$ cat config.mk
export PLATFORM = sky130hd
export DESIGN_NAME = regfile_write_arbiter
export DESIGN_NICKNAME = d
export VERILOG_FILES = /design/src/rtl/regfile_write_arbiter.sv
export SDC_FILE = /design/constraint.sdc
export NUM_CORES = 1
export LEC_CHECK = 0
export BUFFER_PORTS_ARGS = -buffer_cell sky130_fd_sc_hd__buf_2
export CAP_MARGIN = 20
export CORE_MARGIN = 2
export CORE_UTILIZATION = 35
export CTS_BUF_LIST = sky130_fd_sc_hd__clkbuf_8
export DETAILED_ROUTE_END_ITERATION = 7
export GPL_ROUTABILITY_DRIVEN = 0
export HOLD_SLACK_MARGIN = 0.02
export SLEW_MARGIN = 30
export SYNTH_ARGS = -nofsm -noshare
export SYNTH_HDL_FRONTEND = slang
export SYNTH_SLANG_ARGS = --single-unit
$ cat constraint.sdc
create_clock -name clk -period 1.4 [get_ports clk]
set_input_delay 0.28 -clock clk [delete_from_list [all_inputs] [get_ports clk]]
set_output_delay 0.28 -clock clk [all_outputs]
set_load 0.005 [all_outputs]
$ cat src/rtl/regfile_write_arbiter.sv
// Two-requester write arbiter (core, APB) for the register file; APB always writes reg 7.
// Define REGFILE_ARB_RR_EN for round-robin arbitration, otherwise APB has fixed priority.
module regfile_write_arbiter #(
    parameter int WR_SETTLE = 0
) (
    input  logic       clk,
    input  logic       rst_n,
    input  logic       core_req,
    input  logic [2:0] core_addr,
    input  logic [7:0] core_data,
    output logic       core_ack,
    input  logic       apb_req,
    input  logic [7:0] apb_wdata,
    output logic       apb_ack,
    output logic       reg_write_en,
    output logic [2:0] reg_write_addr,
    output logic [7:0] reg_write_data,
    output logic       apb_op,
    output logic [7:0] apb_data,
    output logic       busy
);

    typedef enum logic [1:0] {
        IDLE,
        WRITE,
        ACK,
        SETTLE
    } state_t;

    localparam logic [1:0] SETTLE_LAST =
        (WR_SETTLE > 0) ? 2'(WR_SETTLE - 1) : 2'd0;

    state_t     state_q, state_d;
    logic [1:0] cnt_q, cnt_d;
    logic       win_apb_q, win_apb_d;
    logic       we_d, op_d, cack_d, aack_d, busy_d;
    logic [2:0] addr_d;
    logic [7:0] data_d, apbd_d;
    logic       grant, pick_apb;

    assign grant = (state_q == IDLE) && (core_req || apb_req);

`ifdef REGFILE_ARB_RR_EN
    logic last_apb_q;

    // On a tie the requester that did not win last time is served.
    assign pick_apb = (core_req && apb_req) ? !last_apb_q : apb_req;

    always_ff @(posedge clk or negedge rst_n) begin
        if (!rst_n) begin
            last_apb_q <= 1'b1;
        end else if (grant) begin
            last_apb_q <= pick_apb;
        end
    end
`else
    assign pick_apb = apb_req;
`endif

    always_comb begin
        state_d   = state_q;
        cnt_d     = cnt_q;
        win_apb_d = win_apb_q;
        we_d      = 1'b0;
        op_d      = 1'b0;
        cack_d    = 1'b0;
        aack_d    = 1'b0;
        busy_d    = busy;
        addr_d    = reg_write_addr;
        data_d    = reg_write_data;
        apbd_d    = apb_data;
        unique case (state_q)
            IDLE: begin
                if (grant) begin
                    state_d   = WRITE;
                    win_apb_d = pick_apb;
                    we_d      = 1'b1;
                    op_d      = pick_apb;
                    busy_d    = 1'b1;
                    if (pick_apb) begin
                        addr_d = 3'd7;
                        data_d = apb_wdata;
                        apbd_d = apb_wdata;
                    end else begin
                        addr_d = core_addr;
                        data_d = core_data;
                    end
                end
            end
            WRITE: begin
                state_d = ACK;
                cack_d  = !win_apb_q;
                aack_d  = win_apb_q;
            end
            ACK: begin
                if (WR_SETTLE > 0) begin
                    state_d = SETTLE;
                    cnt_d   = 2'd0;
                end else begin
                    state_d = IDLE;
                    busy_d  = 1'b0;
                end
            end
            SETTLE: begin
                if (cnt_q == SETTLE_LAST) begin
                    state_d = IDLE;
                    busy_d  = 1'b0;
                end else begin
                    cnt_d = cnt_q + 2'd1;
                end
            end
            default: begin
                state_d = IDLE;
                busy_d  = 1'b0;
            end
        endcase
    end

    always_ff @(posedge clk or negedge rst_n) begin
        if (!rst_n) begin
            state_q        <= IDLE;
            cnt_q          <= 2'd0;
            win_apb_q      <= 1'b0;
            reg_write_en   <= 1'b0;
            apb_op         <= 1'b0;
            core_ack       <= 1'b0;
            apb_ack        <= 1'b0;
            busy           <= 1'b0;
            reg_write_addr <= 3'd0;
            reg_write_data <= 8'd0;
            apb_data       <= 8'd0;
        end else begin
            state_q        <= state_d;
            cnt_q          <= cnt_d;
            win_apb_q      <= win_apb_d;
            reg_write_en   <= we_d;
            apb_op         <= op_d;
            core_ack       <= cack_d;
            apb_ack        <= aack_d;
            busy           <= busy_d;
            reg_write_addr <= addr_d;
            reg_write_data <= data_d;
            apb_data       <= apbd_d;
        end
    end

endmodule

After elaboration in Yosys (flattened, before gate mapping)
Index checks and enable logic that the tools add are counted.
Word-level totals
  bits of input ports: 23
  output and inout bits: 24
  word-level logic and storage cells: 43
  bits in registers: 29
Cells by class
  mux-type cells: 14
  bitwise operators: 1
  add/subtract/negate cells: 1
  eq/ne operators: 5
  reductions and logical operators: 11
Operator list (number)
  1-bit 2-to-1 mux: 8
  8-bit 2-to-1 mux: 1
  2-bit one-hot mux with 4 select lines: 1
  2-bit AND reduction: 3
  3-bit AND reduction: 2
  2-bit == test, second input constant: 2
  2-bit zero test: 2
  2-bit 2-to-1 mux: 2
  2-bit inequality test, second input constant: 2
  3-bit 2-to-1 mux: 1
  1-bit one-hot mux with 3 select lines: 1
  3-bit nonzero test: 1
  2-bit by 1-bit adder with 2-bit output, second input constant: 1
  2-bit by 1-bit == test with 1-bit output, second input constant: 1
  1-bit logical AND: 1
  1-bit zero test: 1
  1-bit logical OR: 1
  1-bit inverter: 1

Longest topological paths before layout
  word-level depth: 4
  mapped depth: 4
  gate-level depth less buffers: 4

Worst setup path before layout
No wires, ideal clock.
  kind: reg-to-reg
  from: register state_q[1]
  to: register reg_write_data[4]
  arrival: 1227 ps
  data required time: 1275 ps
  slack: 48 ps
  cell stages (with the launch flop): 5
  path buffers: 2
  cell sequence: dfrtp_1 buf_6 nor3_4 buf_8 mux2_4
On the way
  longest elaborated chain between the ends: 3
Ends and longest elaborated chain
  start: declaration: RTL line 33  | state_t state_q, state_d;
  start signal: assignment: RTL line 133  | state_q <= state_d;
  2-bit zero test *: RTL line 41, 72
  1-bit logical AND: RTL line 41  | assign grant = (state_q == IDLE) && (core_req || apb_req);
  2-bit AND reduction (no source line) *
  end signal: assignment: RTL line 142  | reg_write_data <= data_d;
  end: declaration: RTL line 17  | output logic [7:0] reg_write_data,
Mark *: on every way between the ends. The rest lies on a longest branch, timed or not.
A chain may end at the register's enable or synchronous reset.

Worst setup path after layout
  from: register state_q[0]
  to: register reg_write_data[0]
The elaborated chain is that of the path after synthesis.

==> impl_metrics.toml <==
[clocking]
cts_tree = "yes"
htreeDepth = 2
clock_path_buffers = 2
clkSinkCount = 29
cts_buffers = 5
clock_latency_ns = 0.28
clk_pin_slew_ns = 0.06
root_buffer = "clkbuf_8"

[yosys]
synth_edf_count = 0
synthArstFlopShare = 1.00
syn-num-nets = 108
yosysSeqAreaShare = 0.594
yosysTopAreaCellShare = 0.594
netlist_area_mm2 = 0.00122
synth_ff_type = "dfrtp_1"
yosysWarningCount = 0
ys_types = 21
yosysTopAreaCell = "dfrtp_1"
avgSynthCellArea_um2 = 14.6
synth_area_leaders = "dfrtp_1 (59%), mux2_2 (20%), mux2_4 (3.7%), mux2i_1 (2.5%), inv_1 (2.1%)"
ys_ff_latch = 29
synthCells = 84

[detailed_routing]
drc = 0
viasPerCell = 4.45
ant_nets = 0
wl_per_cell_um = 12.9
vias = 828
dr.pass1.iters = 4
drtIter0Drc = 22
drt-total-wl_um = 2400

[worst_setup_path]
crit_fanout = 9
critical-path-max-stage-delay_ns = 0.44
end_kind = "flop"
path_cells = "nor3_4 -> buf_6 -> mux2_2"
startpoint_type = "flop"
cp_top_family = "flip-flops"
cpMaxStageDelayCell = "dfrtp_1"
criticalPathCategory = "reg2reg"
required_ns = 1.56
cp_num_buf_inv = 1
worstPathArrival_ns = 1.49

[pwr]
p_leak_nw = 0.824
p_per_area_mw_per_mm2 = 2200
total_power_mw = 3.66
peakVddDrop_mv = 0.982

[die]
core_mm2 = 0.00334
io-pin-count = 47
die_w_um = 63.1
die_h_um = 63.1
rows = 21
start_util = 0.366
die_area_mm2 = 0.00398

[status]
status = "finished clean"

[timing]
min_period_ns = 1.32
tns_ns = 0
hold_viol_final = 0
max-slew-margin-rel = 0.582
fmax_mhz = 755
skew_ns = 0.00390
slew_viol_final = 0
setup_viol = 0
min_period_over_period = 0.945
rsz0062_at_grt = "false"
tightest_slew_ns = 0.627

[global_routing]
antenna_found_initial = 0
grt_pass1_wl_um = 4040
grt_max_degree = 30
grt_pass1_vias = 867
gr-usage-all-layers = 0.134
grt_overflow = 0

[final_layout]
drive_above_1_share = 0.621
layout_commonest_cell = "buf_2"
num_antenna_cells = 0
layout_common_cells = "buf_2 (46), dfrtp_1 (29), mux2_2 (22)"
nNetsFinal = 163
area_growth_pct = 35.7

[min_path]
min_path_type = "in2async"

[flow_run]
maxCapViolCount = 0

[placement]
io_buffers = 46
hpwl_um = 1750
-- where the power goes --
group          total (mW)  switching (mW)  internal, mW  leakage, nW
logic                1.22           0.495         0.725        0.411
clock network        1.02           0.311         0.706       0.0681
registers            1.42           0.204          1.21        0.345
total                3.66            1.01          2.65        0.824
-- layout make-up --
type	instances	area [um^2]
multi-input combinational	44	437
clock inverter	3	65.1
fill	332	1680
inverter	7	26.3
timing repair buffer	52	279
sequential	29	726
tap	46	57.6
clock buffer	5	68.8
-- stage by stage --
step	area [um^2]	worst slack, ns	utilization	cells	hold slack, ns
2_1_floorplan	1220	0.0483	-	84	-0.0156
3_3_place_gp	1520	0.121	0.456	178	0.333
3_5_place_dp	1520	0.0744	0.456	178	0.342
4_1_cts	1660	0.0502	0.496	186	0.0366
5_1_grt	1660	0.0234	0.497	186	0.0669
6_report	1660	0.0764	0.497	186	0.0155
-- cell usage after synthesis, types with 2 or more instances --
cell,number
mux2_4,3
mux2i_1,3
nor2_1,4
dfrtp_1,29
inv_1,7
nor3_1,2
mux2_2,22
-- sequential cells by signal (all words and copies together) (netlist names) --
| name | cells |
|---|---|
| reg_write_data | 8 |
| win_apb_q | 1 |
| apb_data | 8 |
| state_q | 2 |
| reg_write_addr | 3 |
| cnt_q | 2 |
| reg_write_en | 1 |
| core_ack | 1 |
| apb_ack | 1 |
| apb_op | 1 |
| busy | 1 |
-- worst paths after layout --
kind | endpoint | cells past startpoint | slack, ns | from
setup / recovery | reg_write_data[0] | 3 | 0.08 | state_q[0]
hold / removal | apb_data[3] | 1 | 0.02 | rst_n
setup reg to reg | reg_write_data[0] | 3 | 0.08 | state_q[0]
hold reg to reg | core_ack | 1 | 0.44 | win_apb_q
max in group asynchronous | apb_data[6] | 1 | 0.98 | rst_n
min in group clk | apb_data[2] | 2 | 0.24 | apb_wdata[2]
-- cell families (layout without fill, tap and decap cells) --
| family | count (synthesis) | count (layout) | synth area share |
|---|---|---|---|
| AO/OA/AOI/OAI | 4 | 4 | 0.0205 |
| XOR/XNOR | 1 | 1 | 0.00717 |
| adder cells (fa/ha/maj) | 1 | 1 | 0.0102 |
| buffers and inverters | 11 | 67 | 0.0532 |
| flip-flops | 29 | 29 | 0.594 |
| multiplexers | 28 | 28 | 0.264 |
| AND/OR/NAND/NOR | 10 | 10 | 0.0512 |
-- layer usage --
layer  vias up  global-route usage  wire length (um)
li1        394                   -                 -
met1       390               0.164              1060
met2        41               0.209              1080
met3         3              0.0661               233
met4         0              0.0417                27
met5         -                   0                 0
-- what timing repair did --
action	CTS	global route
setup buffers	0	0
hold buffers	0	0
resized for setup	0	1
setup endpoints to repair	0	3
Power figures use the tool's default switching activity.
